[src/rtl/delay_channel_scheduler.sv]
// Multi-channel microsecond countdown scheduler behind one custom-instruction id.
// One shared prescaler ticks every channel; a blocking WAIT parks the CI until its channel expires.

module delay_channel (
   input  logic        clock,
   input  logic        reset,
   input  logic        tick,
   input  logic        arm,
   input  logic        cancel,
   input  logic        clearFlag,
   input  logic        suppressFlag,
   input  logic [31:0] armValue,
   output logic [31:0] count,
   output logic        running,
   output logic        flag,
   output logic        expiring
);

   assign expiring = tick && running && (count == 32'd1);

   always_ff @(posedge clock or negedge reset) begin
      if (!reset) begin
         count   <= '0;
         running <= 1'b0;
         flag    <= 1'b0;
      end else if (arm) begin
         count   <= armValue;
         running <= (armValue != 32'd0);
         flag    <= (armValue == 32'd0);
      end else if (cancel) begin
         count   <= '0;
         running <= 1'b0;
         flag    <= 1'b0;
      end else begin
         if (expiring) begin
            count   <= '0;
            running <= 1'b0;
         end else if (tick && running) begin
            count <= count - 32'd1;
         end
         // a fresh expiry beats an ACK; a blocked WAIT swallows it instead
         if (expiring && !suppressFlag) flag <= 1'b1;
         else if (clearFlag)            flag <= 1'b0;
      end
   end

endmodule

module delay_channel_scheduler #(
   parameter int         clockFrequencyInHz  = 50000000,
   parameter logic [7:0] customInstructionId = 8'd0,
   parameter int         nrOfChannels        = 4
) (
   input  logic                    clock,
   input  logic                    reset,
   input  logic                    ciStart,
   input  logic                    ciCke,
   input  logic [7:0]              ciN,
   input  logic [31:0]             ciValueA,
   input  logic [31:0]             ciValueB,
   output logic                    ciDone,
   output logic [31:0]             ciResult,
   output logic [nrOfChannels-1:0] expiredFlags,
   output logic                    irq
);

   localparam int                   reloadValue  = clockFrequencyInHz / 1000000 - 1;
   localparam int                   prescWidth   = $clog2(reloadValue + 1);
   localparam logic [prescWidth-1:0] reloadCount = prescWidth'(reloadValue);
   localparam logic [3:0]           channelLimit = 4'(nrOfChannels);

   typedef enum logic {stIdle, stWait} stateT;

   stateT                         state;
   logic [prescWidth-1:0]         prescaler;
   logic                          tick;
   logic [nrOfChannels-1:0][31:0] count;
   logic [nrOfChannels-1:0]       running, expiring, chHit, waitMask;
   logic [nrOfChannels-1:0]       armMask, cancelMask, clearMask, suppressMask;
   logic [2:0]                    opcode, chSel;
   logic                          chValid, accept;
   logic                          armCmd, waitCmd, cancelCmd, ackCmd;
   logic                          waitDefer, waitCatch, waitEnd;
   logic [31:0]                   selCount, resultNext;
   logic                          selRunning, selFlag, selExpiring;
   logic                          unusedOperandBits;

   assign opcode            = ciValueB[2:0];
   assign chSel             = ciValueB[5:3];
   assign unusedOperandBits = ^ciValueB[31:6];
   assign chValid           = {1'b0, chSel} < channelLimit;
   assign accept            = ciStart && ciCke && (ciN == customInstructionId) && (state == stIdle);
   assign tick              = (prescaler == '0);

   always_ff @(posedge clock or negedge reset) begin
      if (!reset)    prescaler <= reloadCount;
      else if (tick) prescaler <= reloadCount;
      else           prescaler <= prescaler - 1'b1;
   end

   always_comb begin
      selCount    = '0;
      selRunning  = 1'b0;
      selFlag     = 1'b0;
      selExpiring = 1'b0;
      for (int i = 0; i < nrOfChannels; i++) begin
         if (chHit[i]) begin
            selCount    = count[i];
            selRunning  = running[i];
            selFlag     = expiredFlags[i];
            selExpiring = expiring[i];
         end
      end
   end

   assign armCmd    = accept && chValid && (opcode == 3'd0);
   assign waitCmd   = accept && chValid && (opcode == 3'd1);
   assign cancelCmd = accept && chValid && (opcode == 3'd3);
   assign ackCmd    = accept && chValid && (opcode == 3'd4);
   // a WAIT landing on the expiry edge completes at once rather than parking forever
   assign waitCatch = waitCmd && selRunning && !selFlag && selExpiring;
   assign waitDefer = waitCmd && selRunning && !selFlag && !selExpiring;
   assign waitEnd   = (state == stWait) && |(expiring & waitMask);

   assign armMask      = armCmd    ? chHit : '0;
   assign cancelMask   = cancelCmd ? chHit : '0;
   assign clearMask    = (ackCmd ? ciValueA[nrOfChannels-1:0] : '0) | ((waitCmd && selFlag) ? chHit : '0);
   assign suppressMask = (waitEnd ? waitMask : '0) | (waitCatch ? chHit : '0);

   genvar g;
   generate
      for (g = 0; g < nrOfChannels; g++) begin : genChannel
         assign chHit[g] = chValid && (chSel == 3'(g));
         delay_channel uChannel (
            .clock       (clock),
            .reset       (reset),
            .tick        (tick),
            .arm         (armMask[g]),
            .cancel      (cancelMask[g]),
            .clearFlag   (clearMask[g]),
            .suppressFlag(suppressMask[g]),
            .armValue    (ciValueA),
            .count       (count[g]),
            .running     (running[g]),
            .flag        (expiredFlags[g]),
            .expiring    (expiring[g])
         );
      end
   endgenerate

   always_comb begin
      resultNext = '0;
      case (opcode)
         3'd1:    resultNext = {31'd0, selFlag || waitCatch};
         3'd2:    resultNext = selCount;
         3'd3:    resultNext = selCount;
         3'd4:    resultNext = 32'(expiredFlags);
         default: resultNext = '0;
      endcase
   end

   always_ff @(posedge clock or negedge reset) begin
      if (!reset) begin
         state    <= stIdle;
         waitMask <= '0;
         ciDone   <= 1'b0;
         ciResult <= '0;
         irq      <= 1'b0;
      end else begin
         irq      <= |expiredFlags;
         ciDone   <= 1'b0;
         ciResult <= '0;
         case (state)
            stIdle: begin
               if (accept) begin
                  if (waitDefer) begin
                     state    <= stWait;
                     waitMask <= chHit;
                  end else begin
                     ciDone   <= 1'b1;
                     ciResult <= chValid ? resultNext : 32'd0;
                  end
               end
            end
            stWait: begin
               if (waitEnd) begin
                  state    <= stIdle;
                  waitMask <= '0;
                  ciDone   <= 1'b1;
                  ciResult <= 32'd1;
               end
            end
            default: state <= stIdle;
         endcase
      end
   end

endmodule

[config.mk]
export PLATFORM = sky130hd
export DESIGN_NAME = delay_channel_scheduler
export DESIGN_NICKNAME = d
export VERILOG_FILES = /design/src/rtl/delay_channel_scheduler.sv
export SDC_FILE = /design/constraint.sdc
export NUM_CORES = 1
export LEC_CHECK = 0
export ABC_CLOCK_PERIOD_IN_PS = 2600
export BUFFER_PORTS_ARGS = -buffer_cell sky130_fd_sc_hd__buf_2
export CORE_ASPECT_RATIO = 0.9
export CORE_MARGIN = 4
export CORE_UTILIZATION = 35
export DETAILED_ROUTE_END_ITERATION = 16
export GPL_TIMING_DRIVEN = 1
export SYNTH_ARGS = -nofsm -noshare
export SYNTH_HDL_FRONTEND = slang
export SYNTH_SLANG_ARGS = --single-unit
export TNS_END_PERCENT = 20
[constraint.sdc]
create_clock -name clock -period 2.6 [get_ports clock]
set_input_delay 0.26 -clock clock [delete_from_list [all_inputs] [get_ports clock]]
set_output_delay 0.26 -clock clock [all_outputs]
set_load 0.03 [all_outputs]
# After elaboration in Yosys (flattened, before gate mapping)
# Index checks and enable logic that the tools add are counted.
# totals
word_cells	186
register_bits	181
output_inout_bits	38
input_bits	76
# classes
eq_ne	14
n_lt_le_gt_ge	1
add_sub_neg	5
n_reduce_logical	59
n_mux	85
bitwise_logic	4
# op_table
operator	n
$mux W32	23
$eq A32 B1 Y1 const B	4
$sub A32 B1 Y32 const B	4
$pmux W32 S3	1
$pmux W32 S2	1
$mux W1	47
$mux W4	9
$logic_not A32 Y1	1
$reduce_bool A32 Y1	1
$reduce_bool A4 Y1	8
$logic_and A1 B1 Y1	30
$eq A3 B2 Y1 const B	4
$reduce_bool A3 Y1	4
$logic_not A8 Y1	1
$or A4 B4 Y4	2
$pmux W4 S2	1
$reduce_or A4 Y1	2
$eq A3 B1 Y1 const B	2
$logic_not A1 Y1	6
$logic_not A3 Y1	2
$logic_not A6 Y1	1
$mux W6	1
$sub A6 B1 Y6 const B	1
$and A4 B4 Y4	1
9 further kinds	11

# Logic depth before layout (Yosys ltp)
# Gate-level depths: netlist (run 1).
# depth
depth_word	16
depth_mapped	11
depth_no_buf	9

# By module
# A second synthesis (run 1) with hierarchy kept.
# hier_totals
cells_unflattened	1397
area_unflattened_um2	12376.9
# modules_own_cells
module	area_per_inst_um2	cells_per_inst	seq_area_each_um2	n_inst
delay_channel at genChannel[0].uChannel ...	2416.1	271	850.8	2
delay_channel at genChannel[2].uChannel ...	2343.5	274	850.8	2
delay_channel_scheduler	2857.7	307	1129.8	1

# Least setup slack after synthesis (run 1)
# Ideal clock, no wire load.
# synth_timing
path_type	register to register
start	reg genChannel[0].uChannel.count[20]
end	reg genChannel[2].uChannel.flag
setup_slack_ns	0.032
setup_time_ns	0.120
required_time_ns	2.480
path_stages_with_launch	9
period_less_slack_ns	2.568
path_buffers	1
arrival_ns	2.448
path_cell_list	dfrtp_1 or4_1 buf_2 or4_4 nor4_4 a221oi_2 a211oi_2 o21ai_0 a31o_1
# synth_via
elab_chain_len	14
word_cells_on_any_way	19
cone_classes	eq/ne: 1; mux: 9; bitwise: 2; reduce/logical: 7
# synth_lines
element	line_no	source
start: declaration	13	output logic [31:0] count,
start signal: assignment	27	count <= armValue;
start signal: assignment	39	count <= count - 32'd1;
$eq A32 B1 Y1 *	19	assign expiring = tick && running && (count == 32'd1);
$logic_and A1 B1 Y1 *	19	
$mux W1 (4 in a row)	107	if (chHit[i]) begin
$logic_and A1 B1 Y1	121	assign waitCatch = waitCmd && selRunning && !selFlag && selExpiring;
$mux W4	128	assign suppressMask = (waitEnd ? waitMask : '0) | (waitCatch ? chHit : '0);
$or A4 B4 Y4 *	128	
$logic_not A1 Y1 *	42	if (expiring && !suppressFlag) flag <= 1'b1;
$logic_and A1 B1 Y1 *	42	
$mux W1	42	
$mux W1	30	end else if (cancel) begin
$mux W1	26	end else if (arm) begin
end signal: assignment	29	flag <= (armValue == 32'd0);
end: declaration	15	output logic flag,
# Every way passes the cells marked *; elsewhere a longest branch is shown, timed or not.
# A chain may end at the register's enable or synchronous reset.

# Worst setup path after layout (run 1)
# layout_timing
start	reg genChannel[0].uChannel.count[20]
end	reg genChannel[0].uChannel.flag
# layout_via
elab_chain_len	14
word_cells_on_any_way	19
cone_classes	eq/ne: 1; mux: 9; bitwise: 2; reduce/logical: 7
# layout_lines
element	line_no
$eq A32 B1 Y1 *	19
$logic_and A1 B1 Y1 *	19
$mux W1 (4 in a row)	107
$logic_and A1 B1 Y1	121
$mux W4	128
$or A4 B4 Y4	128
$logic_not A1 Y1	42
$logic_and A1 B1 Y1 *	42
$mux W1	42
$mux W1	30
$mux W1	26
end signal: assignment	29
end: declaration	15
# Marked as above.

==> impl_metrics.env, run 1 <==
export IMPL_status="complete, but fails checks"
export IMPL_violations="setup timing"
export IMPL_io_buffers=87
export IMPL_clk_latency_ns=0.45
export IMPL_syn_area_sq_um=11300
export IMPL_p_switching_w=0.00150
export IMPL_worst_slew_pin_slew_ns=0.593
export IMPL_drt_iter0_drc=1398
export IMPL_synth_area_leaders="dfrtp_1 39%, o21ai_0 8.2%, nor2_1 4.7%"
export IMPL_fin_crit_sh_pct=101
export IMPL_ir_worst_vdd_v=0.000426
export IMPL_cp_required_ns=2.95
export IMPL_synth_seq_area_share_pct=40.2
export IMPL_crit_family="simple AND/OR/NAND/NOR gates"
export IMPL_ys_flop_type="dfrtp_1"
export IMPL_syn_nets=1456
export IMPL_crit_end="genChannel[0].uChannel.flag"
export IMPL_grt_first_pass_wirelength_um=68800
export IMPL_powerDensity_nw_per_um2=419
export IMPL_slew_headroom_pct=60.5
export IMPL_intPower_w=0.00448
export IMPL_place_congestion=0.982
export IMPL_dieHeight_um=178
export IMPL_crit_chain="or4_4 -> or4_4 -> nor4_4 -> a221oi_2 -> a211oi_2 -> buf_4 -> o21ai_1 -> a31o_1"
export IMPL_seqPwrFrac_pct=47.1
export IMPL_worst_slack_ns=-0.0262
export IMPL_clock_sinks=181
export IMPL_fin_nets=1658
export IMPL_power_frac_comb_pct=6.0
export IMPL_hold_ws_ns=0.140
export IMPL_utilization_pct=44.8
export IMPL_p_clk_share_pct=46.9
export IMPL_drv_slew=0
export IMPL_finalSetupViolCount=3
export IMPL_dp_hpwl_um=33600
export IMPL_cpMostUsedCell="or4_4"
export IMPL_fp_dieW_um=197
export IMPL_reg2reg_depth=8
export IMPL_finalCriticalPeriod_ns=2.63
export IMPL_avgSynthCellArea_sq_um=8.24
export IMPL_cap_violations=0
export IMPL_end_kind="flip-flop"
export IMPL_grt_most_used_layer="met2"
export IMPL_fin_total_pwr_w=0.00598
export IMPL_num_vias=12450
export IMPL_grt_pass1_vias=11581
export IMPL_rows=62
export IMPL_max_freq_mhz=381
export IMPL_io_pins=114
export IMPL_startpoint="genChannel[0].uChannel.count[20]"
export IMPL_slowest_delay_ns=0.54
export IMPL_cts_buffer_depth=2
export IMPL_synth_top_area_share_pct=39.5
export IMPL_netlist_cell_type_count=74
export IMPL_slowest_stage="or4_4"
export IMPL_postSynthCellCount=1370
export IMPL_firstDrtPassIters=7
export IMPL_synth_edf_count=0
export IMPL_core_area_sq_um=31900
export IMPL_die_area_sq_um=35200
export IMPL_root_buffer="clkbuf_16"
export IMPL_gr_usage_all_layers_pct=25.1
export IMPL_grt_util_met2_pct=37.3
export IMPL_crit_buf_inv=1
export IMPL_cts_tree="done"
export IMPL_wl_per_cell_um=22.5
export IMPL_hold_viol_final=0
export IMPL_postRouteAntennaNets=0
export IMPL_rrSetupSlack_ns=-0.03
export IMPL_leakage_nw=5.86
export IMPL_syn_to_final_growth_pct=26.5
export IMPL_yosys_warnings=0
export IMPL_synth_async_reset_ratio_pct=100
export IMPL_wirelength_um=45100
export IMPL_rsz0062_at_grt="yes"
export IMPL_yosys_area_top_type="dfrtp_1"
export IMPL_grt_util_met3_pct=5.51
export IMPL_initial_core_util_pct=35.4
export IMPL_min_path_type="input port to flip-flop"
export IMPL_grt_max_degree=52
export IMPL_grt_overflow=0
export IMPL_crit_path_start_kind="flip-flop"
export IMPL_path_max_fanout=3
export IMPL_grt_use_met1_pct=36.9
export IMPL_drive_above_1_share_pct=23.5
export IMPL_cts_buffers_inserted=17
export IMPL_swShare_pct=25.0
export IMPL_path_clk_slew_ns=0.08
export IMPL_fillers=3088
export IMPL_htreeDepth=4
export IMPL_synth_seq_cells=181
export IMPL_rr_startpoint="genChannel[0].uChannel.count[20]"
export IMPL_critical_path_class="flip-flop to flip-flop"
export IMPL_tns_ns=-0.0554
export IMPL_viasPerCell=6.22
export IMPL_drc=0
export IMPL_crit_reg2reg_capture="genChannel[0].uChannel.flag"
export IMPL_antenna_found_initial=1
export IMPL_clock_skew_ns=0.0129
export IMPL_worstSetupPathDepth=8
export IMPL_cp_arrival_ns=2.97
## worst min-delay path by stage
stage           startpoint           end  cells after the start
2_1_floorplan        reset        ciDone                      0
3_3_place_gp         reset  ciResult[31]                      1
3_5_place_dp         reset  ciResult[31]                      1
4_1_cts        ciValueB[1]  ciResult[29]                      2
5_1_grt        ciValueB[1]  ciResult[29]                      2
6_report       ciValueB[1]  ciResult[29]                      2
## registers in the layout, indices dropped and copies added (netlist names)
signal                       cells
ciDone                           1
ciResult                        32
genChannel.uChannel.count      128
genChannel.uChannel.flag         4
genChannel.uChannel.running      4
irq                              1
prescaler                        6
state                            1
waitMask                         4
## per-stage QoR
step	cells	setup slack, ns	instance area, sq um
6_report	2002	-0.0262	14300
4_1_cts	1998	-0.0169	14100
3_5_place_dp	1965	-0.286	13400
5_1_grt	2001	-0.0948	14300
2_1_floorplan	1370	0.0321	11300
3_3_place_gp	1965	-0.210	13400
## cells by family (layout without fill, tap and decap cells)
kind of cell             Yosys count  count (layout)  synth area share [%]
AO/OA/AOI/OAI                    471             471                  25.9
other                              0               1                     0
buffers and inverters            123             338                  4.67
multiplexers                      36              36                  3.77
flip-flops                       181             181                  40.2
adder cells (fa/ha/maj)           10              10                  1.11
XOR/XNOR                           2               2                 0.155
AND/OR/NAND/NOR                  547             547                  24.2
## repair_timing
| item | 4_1_cts | 5_1_grt |
|---|---|---|
| hold endpoints to repair | 46 | 0 |
| resized for setup | 10 | 32 |
| buffers inserted | 0 | 2 |
| pin swaps | 2 | 5 |
| setup endpoints to repair | 13 | 82 |
| hold buffers | 1 | 0 |
| cloned | 0 | 1 |
## worst register-to-register path: cells and delay by family (launching register included)
family          cells  cell delay, ns
buf+inv             1            0.17
flops               1            0.38
compound gates      4            0.64
simple gates        3            1.34
## layer usage
layer,up-vias,part of all wire (%)
li1,5591,-
met5,-,0
met3,93,10
met4,0,2.6
met1,6107,44
met2,659,43
## cell usage after synthesis, types with 5 or more instances
master    number
a211oi_1       5
a21oi_1      102
a221o_1       15
a221oi_1      22
a22oi_1       29
a31oi_1        6
a32oi_1       34
and2_1         7
and3_1         5
buf_1          6
buf_2         13
buf_4          7
clkbuf_1      63
dfrtp_1      178
ha_1          10
inv_1         31
mux2i_1       29
mux4_2         5
nand2_1      134
nand2b_1       9
nand3_1       20
nand4_1       18
nor2_1       140
nor2b_1        5
nor3_1        92
nor3b_1        5
nor4_1        59
nor4_2         5
o21a_1         5
o21ai_0      184
o21ai_1       14
o22ai_1       11
or2_2          9
or3_1         11
or4_1         10
## cell usage in the layout (no fill, tap or decap), types with 54 or more instances in the layout
cell type | synthesis | routed
buf_2 | 13 | 86
nor4_1 | 59 | 54
nor2_1 | 140 | 133
o21ai_0 | 184 | 172
a21oi_1 | 102 | 98
dfrtp_1 | 178 | 178
nand2_1 | 134 | 134
buf_4 | 7 | 168
nor3_1 | 92 | 92
## final cells by class
| type | count | area (sq um) | share of cell area [%] |
|---|---|---|---|
| inverters | 31 | 116 | 0.815 |
| well taps | 416 | 520 | 3.65 |
| clock buffers | 21 | 460 | 3.22 |
| diodes | 1 | 2.50 | 0.0175 |
| flip-flops and latches | 181 | 4530 | 31.8 |
| repair buffers | 275 | 2070 | 14.5 |
| multi-input cells | 1066 | 6420 | 45.0 |
| clock inverters | 11 | 150 | 1.05 |
## power groups by stage
stage               Combinational [W]  Sequential [W]  Clock (W)
finish                       0.000359         0.00281    0.00280
global route                 0.000379         0.00281    0.00295
global placement             0.000347         0.00287          0
floorplan                    0.000105         0.00287          0
CTS                          0.000351         0.00281    0.00284
detailed placement           0.000347         0.00287          0
Note: power is estimated with default switching activity, not from simulation.
==> run 2, diff against run 1 <==
--- a/config.mk
+++ b/config.mk
@@ -5,8 +5,10 @@
 export SDC_FILE = /design/constraint.sdc
 export NUM_CORES = 1
 export LEC_CHECK = 0
+export ABC_AREA = 1
 export ABC_CLOCK_PERIOD_IN_PS = 2600
 export BUFFER_PORTS_ARGS = -buffer_cell sky130_fd_sc_hd__buf_2
+export CAP_MARGIN = 30
 export CORE_ASPECT_RATIO = 0.9
 export CORE_MARGIN = 4
 export CORE_UTILIZATION = 35
==> run 2 against run 1 <==
Effect of this change:
- the run now ends clean
- flip-flop and latch count unchanged
- clock power about the same
- critical path depth up 7
- total power about the same
- non-clock buffer count down 120
- worst hold slack better by 0.030 ns
- area after synthesis up 14%
- count of clock-buffer cells in the layout down 3
- critical endpoint is now ciResult[11]
==> impl_metrics.env, run 2 <==
export IMPL_path_max_fanout=18
export IMPL_min_path_type="input port to flip-flop"
export IMPL_yosys_area_top_type="dfrtp_1"
export IMPL_core_area_sq_um=36200
export IMPL_postCtsResizedCells=0
export IMPL_powerDensity_nw_per_um2=407
export IMPL_postSynthCellCount=1789
export IMPL_hold_ws_ns=0.170
export IMPL_wirelength_um=52100
export IMPL_regMostFlops="genChannel.uChannel.count"
export IMPL_root_buffer="clkbuf_16"
export IMPL_n_antenna_cell=0
export IMPL_rrSetupSlack_ns=0.14
export IMPL_max_freq_mhz=407
export IMPL_grt_max_degree=58
export IMPL_wl_per_cell_um=21.8
export IMPL_yosys_top_cells_count="308 x nand2_1, 212 x inv_1, 210 x nor2_1, 178 x dfrtp_1, 117 x o22ai_1"
export IMPL_slew_headroom_pct=50.5
export IMPL_rows=66
export IMPL_synth_seq_area_share_pct=35.3
export IMPL_finalCriticalPeriod_ns=2.46
export IMPL_cts_tree="done"
export IMPL_gr_usage_all_layers_pct=25.6
export IMPL_clk_latency_ns=0.46
export IMPL_grt_first_pass_wirelength_um=77700
export IMPL_place_congestion=1.03
export IMPL_hold_viol_final=0
export IMPL_io_buffers=87
export IMPL_drt_iter0_drc=1662
export IMPL_synth_seq_cells=181
export IMPL_worst_slew_pin_slew_ns=0.735
export IMPL_netlist_cell_type_count=52
export IMPL_die_area_sq_um=39800
export IMPL_critical_path_class="flip-flop to flip-flop"
export IMPL_syn_nets=1875
export IMPL_fin_nets=1983
export IMPL_crit_path_start_kind="flip-flop"
export IMPL_post_synth_top_count_cell="nand2_1"
export IMPL_power_frac_comb_pct=6.4
export IMPL_ir_worst_vdd_v=0.000361
export IMPL_io_pins=114
export IMPL_clock_skew_ns=0.0110
export IMPL_synth_area_leaders="dfrtp_1 35%, nand2_1 9.0%, inv_1 6.2%"
export IMPL_largest_register_ffs=128
export IMPL_num_vias=13522
export IMPL_finalSetupViolCount=0
export IMPL_clock_sinks=181
export IMPL_dp_hpwl_um=40200
export IMPL_cap_violations=0
export IMPL_leakage_nw=7.82
export IMPL_drc=0
export IMPL_htreeDepth=4
export IMPL_tns_ns=0
export IMPL_p_switching_w=0.00168
export IMPL_path_clk_slew_ns=0.08
export IMPL_end_kind="flip-flop"
export IMPL_avgSynthCellArea_sq_um=7.17
export IMPL_cts_buffer_depth=2
export IMPL_grt_pass1_vias=12402
export IMPL_ys_flop_type="dfrtp_1"
export IMPL_grt_overflow=0
export IMPL_syn_area_sq_um=12800
export IMPL_synth_top_area_share_pct=34.7
export IMPL_antenna_found_initial=0
export IMPL_swShare_pct=28.2
export IMPL_firstDrtPassIters=6
export IMPL_initial_core_util_pct=35.5
export IMPL_synth_async_reset_ratio_pct=100
export IMPL_drive_above_1_share_pct=16.4
export IMPL_syn_to_final_growth_pct=14.6
export IMPL_cts_buffers_inserted=17
export IMPL_status="finished clean"
export IMPL_intPower_w=0.00429
export IMPL_fin_crit_sh_pct=94.6
export IMPL_cp_arrival_ns=2.80
export IMPL_p_clk_share_pct=46.5
export IMPL_dieHeight_um=190
export IMPL_reg_top3="genChannel.uChannel.count x128, ciResult x32, prescaler x6"
export IMPL_seqPwrFrac_pct=47.1
export IMPL_postRouteAntennaNets=0
export IMPL_final_cell_mix="308 x nand2_1, 212 x inv_1, 210 x nor2_1"
export IMPL_rsz0062_at_grt="yes"
export IMPL_drv_slew=0
export IMPL_fp_dieW_um=210
export IMPL_mostFrequentLayoutCell="nand2_1"
export IMPL_cp_required_ns=2.94
export IMPL_synth_edf_count=0
export IMPL_fillers=3804
export IMPL_yosys_warnings=0
export IMPL_viasPerCell=5.67
run 2: worst max-delay path: stages, from the launching register on:
cell	delay, ns
dfstp_2	0.54
inv_1	0.06
ha_1	0.24
nand3_4	0.13
inv_2	0.11
nand2_2	0.13
nor2_2	0.06
nand2_2	0.13
a21oi_2	0.09
nand2_1	0.12
nand3_2	0.10
nand2_2	0.10
inv_4	0.05
nand2_8	0.17
buf_4	0.24
nor2_4	0.04
run 2: cells by family (layout without fill, tap and decap cells):
logic type / Yosys count / after routing / synth area share, %
compound gates: 415 / 415 / 18.8
xor+xnor: 75 / 75 / 5.12
fa+ha+maj: 10 / 10 / 0.975
buf+inv: 300 / 421 / 9.58
flops: 181 / 181 / 35.3
simple gates: 808 / 808 / 30.2
run 2: cell type report:
type	count	area (sq um)	share of cell area [%]
flip-flops and latches	181	4530	30.8
multi-input cells	1308	7070	48.1
well taps	476	596	4.05
clock inverters	14	160	1.09
repair buffers	155	1020	6.94
inverters	234	883	6.01
clock buffers	18	439	2.99
run 2: layer usage:
metal  share of wire [%]  global-route usage, %
met1                  44                   38.1
met2                  42                   37.1
met3                  11                   5.89
met4                 2.5                   7.03
met5                   0                      0
run 2: through the flow:
stage / utilization, % / setup slack (ns) / cells / instance area, sq um / power, W
3_5_place_dp: 39.0 / 0.194 / 2353 / 14100 / 0.00324
5_1_grt: 40.6 / -0.000248 / 2386 / 14700 / 0.00614
4_1_cts: 40.6 / 0.180 / 2386 / 14700 / 0.00600
2_1_floorplan: - / 0.668 / 1789 / 12800 / 0.00299
3_3_place_gp: 39.0 / 0.183 / 2353 / 14100 / 0.00324
6_report: 40.6 / 0.142 / 2386 / 14700 / 0.00598
run 2: final timing paths:
check | start | endpoint | cells after the start
setup / recovery | prescaler[0] | ciResult[11] | 15
hold / removal | ciValueA[12] | genChannel[3].uChannel.count[12] | 3
setup reg to reg | prescaler[0] | ciResult[11] | 15
hold reg to reg | prescaler[0] | prescaler[0] | 1
max in group asynchronous | reset | genChannel[3].uChannel.count[8] | 3
min in group asynchronous | reset | ciDone | 2
run 2: power groups by stage:
stage,registers [W],clock network (W),logic [W]
after floorplan,0.00287,0,0.000118
after global placement,0.00287,0,0.000374
after detailed placement,0.00287,0,0.000372
after CTS,0.00281,0.00281,0.000374
after global routing,0.00281,0.00292,0.000403
final,0.00281,0.00278,0.000385
run 2: timing repair:
| action | CTS | global route |
|---|---|---|
| hold buffers | 1 | 0 |
| endpoints found under the hold margin | 53 | 0 |
| buffers inserted | 0 | 0 |
| endpoints found under the setup margin | 0 | 1 |
==> run 3, diff against run 2 <==
--- a/config.mk
+++ b/config.mk
@@ -14,6 +14,7 @@
 export CORE_UTILIZATION = 35
 export DETAILED_ROUTE_END_ITERATION = 16
 export GPL_TIMING_DRIVEN = 1
+export PLACE_DENSITY = 0.5
 export SYNTH_ARGS = -nofsm -noshare
 export SYNTH_HDL_FRONTEND = slang
 export SYNTH_SLANG_ARGS = --single-unit
==> run 3 against run 2 <==
Effect of this change:
- register-to-register slack improved by 0.03 ns
- fmax increased by 1.0%
- clock skew increased by 0.0030 ns
- clock power about the same
- global-route usage increased by 0.80 points
- die area unchanged
- core utilization increased by 0.31 points
- total power decreased by 0.41%
- worst setup slack improved by 0.025 ns
- largest cell class unchanged
- final cell count increased by 0.29%
- sequential power about the same
- combinational power increased by 1%
==> impl_metrics.env, run 3 (same netlist as run 2, synthesis figures left out) <==
export IMPL_status="finished clean"
export IMPL_grt_util_met3_pct=4.78
export IMPL_regArea_sq_um=4530
export IMPL_clock_skew_ns=0.0140
export IMPL_fp_dieW_um=210
export IMPL_core_area_sq_um=36200
export IMPL_drive_above_1_share_pct=17.0
export IMPL_grt_use_met1_pct=39.2
export IMPL_initial_core_util_pct=35.5
export IMPL_fin_nets=1992
export IMPL_path_clk_slew_ns=0.08
export IMPL_rows=66
export IMPL_max_freq_mhz=411
export IMPL_die_area_sq_um=39800
export IMPL_wirelength_um=52700
export IMPL_reg_top3="genChannel.uChannel.count x128, ciResult x32, prescaler x6"
export IMPL_drv_slew=0
export IMPL_finalSetupViolCount=0
export IMPL_path_max_fanout=12
export IMPL_end_kind="flip-flop"
export IMPL_fin_crit_sh_pct=93.6
export IMPL_viasPerCell=5.43
export IMPL_wl_per_cell_um=22.0
export IMPL_cts_tree="done"
export IMPL_min_path_type="input port to flip-flop"
export IMPL_grt_max_degree=63
export IMPL_num_vias=13005
export IMPL_io_buffers=87
export IMPL_grt_overflow=0
export IMPL_mostFrequentLayoutCell="nand2_1"
export IMPL_antenna_found_initial=0
export IMPL_final_cell_mix="308 x nand2_1, 211 x inv_1, 208 x nor2_1"
export IMPL_grt_util_met2_pct=39.9
export IMPL_root_buffer="clkbuf_16"
export IMPL_dp_hpwl_um=41500
export IMPL_postRouteAntennaNets=0
export IMPL_drc=0
export IMPL_dieHeight_um=190
export IMPL_crit_path_start_kind="flip-flop"
export IMPL_worst_slew_pin_slew_ns=0.600
export IMPL_fillers=3811
export IMPL_ir_worst_vdd_v=0.000433
export IMPL_place_congestion=0.947
export IMPL_tns_ns=0
export IMPL_grt_most_used_layer="met2"
export IMPL_slew_headroom_pct=59.7
export IMPL_cts_buffers_inserted=17
export IMPL_critical_path_class="flip-flop to flip-flop"
export IMPL_grt_first_pass_wirelength_um=79400
export IMPL_cap_violations=0
export IMPL_rsz0062_at_grt="no"
export IMPL_cts_buffer_depth=2
export IMPL_io_pins=114
export IMPL_cp_arrival_ns=2.84
export IMPL_utilization_pct=41.0
export IMPL_htreeDepth=4
export IMPL_gr_usage_all_layers_pct=26.4
export IMPL_hold_viol_final=0
export IMPL_leakage_nw=7.87
export IMPL_grt_pass1_vias=12428
export IMPL_firstDrtPassIters=6
export IMPL_multi_input_comb_area_sq_um=7090
export IMPL_regMostFlops="genChannel.uChannel.count"
export IMPL_drt_iter0_drc=1388
export IMPL_largest_register_ffs=128
export IMPL_n_antenna_cell=0
export IMPL_finalCriticalPeriod_ns=2.43
export IMPL_syn_to_final_growth_pct=15.4
export IMPL_clk_latency_ns=0.48
export IMPL_cp_required_ns=3.01
export IMPL_clock_sinks=181
export IMPL_powerDensity_nw_per_um2=402
run 3: changes by cell type in the layout (fill, tap and decap cells not counted), sizes merged:
| cell | change |
|---|---|
| bufinv | +1 |
| clkinv | -2 |
| inv | -4 |
| buf | +9 |
| clkinvlp | +3 |
run 3: layer usage:
metal	part of all wire, %	wire (um)
met5	0	0
met1	46	24200
met3	8.7	4600
met2	43	22900
met4	1.9	989
run 3: worst max-delay path: stages (launching register included):
cell and delay (ns):
dfrtp_1 0.39, inv_1 0.14, ha_1 0.32, inv_1 0.09, nor2_1 0.10, nand3_1 0.08, nor2_1 0.26, nand3_1 0.13
nand3_1 0.08, nand2_1 0.09, nand3_2 0.11, nand2_2 0.08, inv_4 0.08, nand2_8 0.11, buf_12 0.20, nor2_4 0.07
run 3: metrics by stage:
stage | instances | power [W] | area [sq um] | hold WS [ns] | worst slack [ns]
after floorplan | 1789 | 0.00299 | 12800 | -0.0356 | 0.668
after global placement | 2361 | 0.00325 | 14200 | 0.215 | 0.113
after detailed placement | 2361 | 0.00325 | 14200 | 0.220 | 0.0989
after CTS | 2392 | 0.00599 | 14800 | 0.142 | 0.0723
after global routing | 2393 | 0.00614 | 14800 | 0.152 | 0.0104
final | 2393 | 0.00595 | 14800 | 0.157 | 0.167
run 3: path summary, 6_finish.rpt:
path                                                       from                                to  slack, ns  depth (start not counted)
worst max-delay path            genChannel[1].uChannel.count[1]                      ciResult[23]       0.17                         15
worst min register to register                     prescaler[0]                      prescaler[0]       0.47                          1
worst max register to register  genChannel[1].uChannel.count[1]                      ciResult[23]       0.17                         15
worst min-delay path                               ciValueA[13]  genChannel[3].uChannel.count[13]       0.16                          3
max in group asynchronous                                 reset  genChannel[1].uChannel.count[30]       1.53                          3
min in group asynchronous                                 reset                               irq       0.28                          2
run 3: final cells by class:
| cell class | count | area share [%] |
|---|---|---|
| Multi-Input combinational cell | 1308 | 47.8 |
| Sequential cell | 181 | 30.6 |
| Tap cell | 476 | 4.02 |
| Timing Repair Buffer | 164 | 7.59 |
| Clock inverter | 12 | 0.988 |
| Clock buffer | 18 | 2.96 |
| Inverter | 234 | 6.00 |
run 3: where the power goes:
group          leakage [nW]  switching, W  total, W  internal [W]
sequential             2.49  0.0000000232   0.00281       0.00281
combinational          5.10      0.000307  0.000390     0.0000829
clock                 0.278       0.00130   0.00275       0.00145
run 3: what timing repair did:
item,4_1_cts,5_1_grt
hold buffers,1,0
gates resized for setup,0,6
hold endpoints to repair,34,0
setup buffers,0,1
endpoints found under the setup margin,0,31
